==> config.mk <==
export PLATFORM = sky130hd
export DESIGN_NAME = load_store_unit
export DESIGN_NICKNAME = d
export VERILOG_FILES = /design/src/rtl/lsu_pkg.sv /design/src/rtl/lsu_byte_lane.sv /design/src/rtl/load_store_unit.sv
export SDC_FILE = /design/constraint.sdc
export NUM_CORES = 1
export LEC_CHECK = 0
export ABC_AREA = 1
export CAP_MARGIN = 25
export CORE_MARGIN = 2
export CORE_UTILIZATION = 38
export CTS_CLUSTER_SIZE = 40
export DETAILED_ROUTE_END_ITERATION = 16
export GPL_TIMING_DRIVEN = 0
export PLACE_DENSITY = 0.76
export SYNTH_ARGS = -nofsm -noshare
export SYNTH_HDL_FRONTEND = slang
export SYNTH_SLANG_ARGS = --single-unit
export TNS_END_PERCENT = 30
==> constraint.sdc <==
create_clock -name Clk -period 1.2 [get_ports Clk]
set_input_delay 0.12 -clock Clk [delete_from_list [all_inputs] [get_ports Clk]]
set_output_delay 0.12 -clock Clk [all_outputs]
set_load 0.005 [all_outputs]
==> src/rtl/lsu_pkg.sv <==
// Shared types and constants for the load/store unit.
package lsu_pkg;

    localparam int WORD_ADDR_W_DEFAULT = 10;

    typedef enum logic [2:0] {
        IDLE,
        RD,
        RDW,
        WR,
        DONE
    } lsuState_t;

    // Little-endian byte lane selectors, indexed by the low address bits.
    localparam logic [1:0] LANE0 = 2'd0;
    localparam logic [1:0] LANE1 = 2'd1;
    localparam logic [1:0] LANE2 = 2'd2;
    localparam logic [1:0] LANE3 = 2'd3;

endpackage

==> src/rtl/lsu_byte_lane.sv <==
// Byte extraction and byte merge for one 32-bit memory word (little-endian).
module lsu_byte_lane
    import lsu_pkg::*;
(
    input  logic [31:0] wordIn,
    input  logic [1:0]  lane,
    input  logic [7:0]  byteIn,
    output logic [7:0]  byteOut,
    output logic [31:0] mergedWord
);

    // Pick the addressed lane out of the word and replace only that lane in the merged copy.
    always_comb begin
        byteOut    = wordIn[7:0];
        mergedWord = wordIn;
        case (lane)
            LANE0: begin
                byteOut          = wordIn[7:0];
                mergedWord[7:0]  = byteIn;
            end
            LANE1: begin
                byteOut          = wordIn[15:8];
                mergedWord[15:8] = byteIn;
            end
            LANE2: begin
                byteOut           = wordIn[23:16];
                mergedWord[23:16] = byteIn;
            end
            LANE3: begin
                byteOut           = wordIn[31:24];
                mergedWord[31:24] = byteIn;
            end
        endcase
    end

endmodule

==> src/rtl/load_store_unit.sv <==
// Load/store unit: word and byte accesses to a synchronous-read data memory,
// with read-modify-write for byte stores and misalignment detection.
module load_store_unit
    import lsu_pkg::*;
#(
    parameter int WORD_ADDR_W = WORD_ADDR_W_DEFAULT
) (
    input  logic        Clk,
    input  logic        Reset,
    input  logic        Req,
    input  logic        Is_Store,
    input  logic        Is_Byte,
    input  logic [31:0] Addr,
    input  logic [31:0] Store_Data,
    output logic        Busy,
    output logic        Done,
    output logic [31:0] Load_Data,
    output logic        Misalign_Err,
    output logic        Mem_WrEn,
    output logic [31:0] Mem_Addr,
    output logic [31:0] Mem_DataIn,
    input  logic [31:0] Mem_DataOut
);

    lsuState_t   state;
    logic [1:0]  laneReg;
    logic [7:0]  storeByteReg;
    logic        isStoreReg;
    logic        isByteReg;
    logic        misReg;
    logic [31:0] loadReg;
    logic [31:0] memAddrReg;
    logic [31:0] dataInReg;
    logic [7:0]  laneByte;
    logic [31:0] laneMerged;

    // Address bits above the memory's word range wrap around and are deliberately dropped.
    logic unusedAddrHi;
    assign unusedAddrHi = ^Addr[31:WORD_ADDR_W+2];

    lsu_byte_lane byteLane (
        .wordIn     (Mem_DataOut),
        .lane       (laneReg),
        .byteIn     (storeByteReg),
        .byteOut    (laneByte),
        .mergedWord (laneMerged)
    );

    // Access sequencer: latches the request in IDLE and walks RD/RDW/WR/DONE as the access needs.
    always_ff @(posedge Clk) begin
        if (Reset) begin
            state        <= IDLE;
            laneReg      <= 2'd0;
            storeByteReg <= 8'h0;
            isStoreReg   <= 1'b0;
            isByteReg    <= 1'b0;
            misReg       <= 1'b0;
            loadReg      <= 32'h0;
            memAddrReg   <= 32'h0;
            dataInReg    <= 32'h0;
        end else begin
            case (state)
                IDLE: begin
                    if (Req) begin
                        laneReg      <= Addr[1:0];
                        storeByteReg <= Store_Data[7:0];
                        isStoreReg   <= Is_Store;
                        isByteReg    <= Is_Byte;
                        memAddrReg   <= {{(30-WORD_ADDR_W){1'b0}}, Addr[WORD_ADDR_W+1:2], 2'b00};
                        if (!Is_Byte && (Addr[1:0] != 2'd0)) begin
                            misReg <= 1'b1;
                            state  <= DONE;
                        end else begin
                            misReg <= 1'b0;
                            if (Is_Store && !Is_Byte) begin
                                dataInReg <= Store_Data;
                                state     <= WR;
                            end else begin
                                state <= RD;
                            end
                        end
                    end
                end
                RD: begin
                    state <= RDW;
                end
                RDW: begin
                    if (isStoreReg) begin
                        dataInReg <= laneMerged;
                        state     <= WR;
                    end else begin
                        loadReg <= isByteReg ? {24'h0, laneByte} : Mem_DataOut;
                        state   <= DONE;
                    end
                end
                WR: begin
                    state <= DONE;
                end
                DONE: begin
                    state <= IDLE;
                end
                default: begin
                    state <= IDLE;
                end
            endcase
        end
    end

    // Control strobes come from the state register only; Reset masks them so an aborted access never writes or completes.
    always_comb begin
        Busy         = !Reset && (state != IDLE);
        Done         = !Reset && (state == DONE);
        Mem_WrEn     = !Reset && (state == WR);
        Misalign_Err = !Reset && (state == DONE) && misReg;
    end

    assign Load_Data  = loadReg;
    assign Mem_Addr   = memAddrReg;
    assign Mem_DataIn = dataInReg;

endmodule
==> key figures <==
Run status
  • Outcome: complete, but fails checks
  • Failing checks: setup timing

Clock tree
  • Clk Tree Root Cell: sky130_fd_sc_hd__clkbuf_16
  • Clock tree from TritonCTS: built
  • Buffer depth of the longest clock path: 2
  • Maximum level of the CTS H-tree: 3
  • Quantity of hold-fixing buffers added after cts: 0
  • Clock insertion delay at the later pin of the skew report: 0.35 ns
  • Clk pin slew, worst setup/hold paths: 0.07 ns
  • TritonCTS Buffers: 9
  • Clock Sinks: 90

Timing
  • Worst-case headroom to the max-slew limit: 65.9%
  • Minimum setup slack in the final design: -0.282 ns
  • Number of failing setup endpoints in the final timing report: 93
  • Tcrit/Tclk final: 123%
  • Max Clock Skew: 0.00806 ns
  • Total count of max-transition violations in the final report: 0
  • Final critical delay including setup and external delays: 1.48 ns
  • Setup repair after global routing missed its margin: yes
  • Transition at the pin with the smallest max-transition slack: 0.511 ns
  • Max frequency: 0.675 GHz
  • Number of endpoints with negative hold slack in the final report: 0

Worst setup path
  • Arrival time at the worst endpoint: 1.72 ns
  • Launching element type of the critical path: register
  • Crit path launch: state[0]$_SDFFE_PP0P_
  • Classification of the worst setup path: reg2reg
  • Capturing instance or port of the critical path: Mem_DataIn[19]$_SDFFE_PP0P_
  • Crit Reg-Reg Endpoint: Mem_DataIn[19]$_SDFFE_PP0P_
  • R2R Path Start: state[0]$_SDFFE_PP0P_
  • Critical Path End Type: register
  • WP data required: 1.44 ns
  • Worst reg2reg setup slack: -0.28 ns
  • Critical path peak fanout: 10
  • Worst Reg2Reg Path Length in Cells: 9

Global routing
  • Congestion Overflow GR: 0
  • Wire length of the first global-routing pass: 24.5 mm
  • Global router's overall resource usage: 24.2%
  • Largest net degree at the start of global routing: 16
  • Met2 routing resource usage after global routing: 39.0%
  • Vias in the first global route: 4852
  • Initial antenna violation count: 0
  • Peak-usage layer in the global routing report: met2
  • Global routing met3 resource utilization: 5.63%
  • GR Layer Usage met1: 31.9%

Logic synthesis
  • Cell count after synthesis: 731
  • Cell area after technology mapping: 4580 um2
  • Part of the Yosys area used for sequential elements: 39.3%
  • Count of unique library cells instantiated by Yosys: 23
  • Flip-flop and latch count after synthesis: 90
  • Synthesized area divided by synthesized cell count: 6.27 um2
  • Syn. warnings: 0

Drt
  • Initial DRC count: 367
  • Post-detailed-route via-to-cell ratio: 4.79
  • Final wirelength: 15.9 mm
  • Antenna Nets Post-Route: 0
  • First-pass DRT Iterations: 5
  • Residual DRC: 0
  • Vias after detailed routing: 5211
  • Routed WL per cell: 14.6 um

Finish
  • Utilization of the core after routing: 59.0%
  • Antenna Cells: 0
  • Nets: 1038
  • Fin area: 7030 um2
  • Proportion of layout cells with a drive suffix above 1: 13.0%
  • Syn-to-layout area delta: 53.3%

Placed design
  • Buffers added on ports: 158
  • Pre-CTS setup slack: -0.632 ns
  • HPWL after DPL: 11.7 mm
  • Cell Area, Placed: 6460 um2
  • Final weighted congestion in routability-driven placement: 0.953

Hold path
  • Hold Crit Class: in2reg

Floorplan
  • Effective utilization at floorplan: 38.5%
  • Number of standard-cell rows in the floorplan: 40
  • Floorplan die height: 114 um
  • Width of the die: 114 um
  • Die outline area: 13000 um2
  • Top-Level Pins: 201
  • Core area: 11900 um2

Power and ir drop
  • Power per cell area: 1210 nW/um2
  • Worst ir drop on vdd: 799 uV
  • Static Leakage: 3.53 nW
  • Overall Power: 8.48 mW

Run
  • Max cap viols: 0
worst max-delay path, cell delays in order, from the launching register on:
cell                      delay (ns)
sky130_fd_sc_hd__dfxtp_4        0.36
sky130_fd_sc_hd__nor2_4         0.14
sky130_fd_sc_hd__nand2_4        0.12
sky130_fd_sc_hd__inv_8          0.10
sky130_fd_sc_hd__nand2_8        0.10
sky130_fd_sc_hd__nand3_4        0.20
sky130_fd_sc_hd__buf_6          0.17
sky130_fd_sc_hd__nand2_1        0.06
sky130_fd_sc_hd__nand2_1        0.06
sky130_fd_sc_hd__nor2_1         0.04
stage by stage:
stage	TNS [ns]	hold WS (ns)	std cells
final	-16.05	0.344	1089
after global routing	-22.08	0.363	1089
after CTS	-14.05	0.335	1084
after detailed placement	-35.95	0.454	1057
after global placement	-34.77	0.448	1057
after floorplan	-1.59	0.280	752
worst min-delay path by stage:
stage	end	slack (ns)	from	cells after the start
2_1_floorplan	Load_Data[8]$_SDFFE_PP0P_	0.28	Mem_DataOut[8]	2
3_3_place_gp	Mem_Addr[2]$_SDFFE_PP0P_	0.45	Mem_Addr[2]$_SDFFE_PP0P_	2
3_5_place_dp	Mem_Addr[4]$_SDFFE_PP0P_	0.45	Mem_Addr[4]$_SDFFE_PP0P_	2
4_1_cts	Mem_Addr[10]$_SDFFE_PP0P_	0.34	Addr[10]	3
5_1_grt	Mem_Addr[8]$_SDFFE_PP0P_	0.36	Addr[8]	3
6_report	Mem_Addr[10]$_SDFFE_PP0P_	0.34	Addr[10]	3
state kept, by name (all words and copies together), names as in the netlist:
register,flops
Load_Data,32
Mem_DataIn,32
Mem_Addr,10
storeByteReg,8
state,3
laneReg,2
isByteReg,1
isStoreReg,1
misReg,1
cell type report:
class                      count  area [um2]
buffer                        61         474
clock buffer                  11         243
clock inverter                 5        62.6
fill                        1163        4880
inverter                      66         267
multi-input combinational    536        2360
sequential                    90        1820
tap                          147         184
timing repair buffer         173        1620
routing by layer:
metal,vias up,share of wire [%]
met3,26,7.9
met5,-,0
met1,2335,44
met2,195,45
li1,2655,-
met4,0,2.1
synthesized netlist by cell type (all sizes together):
library cell | count | area [um2]
nor4 | 2 | 12.5
a21oi | 57 | 285
nor3 | 1 | 5.00
clkbuf | 18 | 67.6
nand2 | 263 | 997
nor2 | 87 | 337
clkinv | 2 | 7.51
o211ai | 2 | 15.0
inv | 64 | 240
o21ai | 46 | 230
buf | 43 | 284
nand4 | 7 | 43.8
conb | 1 | 3.75
dfxtp | 90 | 1800
nand3 | 47 | 248
a31oi | 1 | 6.26
cells by family after synthesis:
group,synth area share (%)
buffers and inverters,13.1
other,0.0818
and+or+nand+nor,35.8
AOI/OAI and AO/OA,11.7
DFF,39.3
where the power goes:
group | leakage [nW] | internal, mW | switching [mW]
clock network | 0.142 | 1.68 | 1.25
registers | 0.740 | 3.22 | 0.122
logic | 2.64 | 0.999 | 1.20
total | 3.53 | 5.91 | 2.57
placed cells by master, fill, tap and decap left out, drive strengths merged:
cell	Yosys	layout
buf	43	62
nor3	1	1
conb	1	22
clkinv	2	3
dfxtp	90	90
nor4	2	2
nand4	7	7
nand2	263	263
inv	64	65
nor2	87	87
nand3	47	48
a21oi	57	57
clkdlybuf4s50	0	80
clkbuf	18	29
clkinvlp	0	2
a31oi	1	1
dlygate4sd2	0	74
o211ai	2	2
o21ai	46	46
bufinv	0	1
what timing repair did:
item	4_1_cts	5_1_grt
gates cloned	4	1
resized for setup	155	27
setup endpoints to repair	167	93
pin swaps	5	0
buffers inserted	7	4
Note: power is estimated with default switching activity, not from simulation.
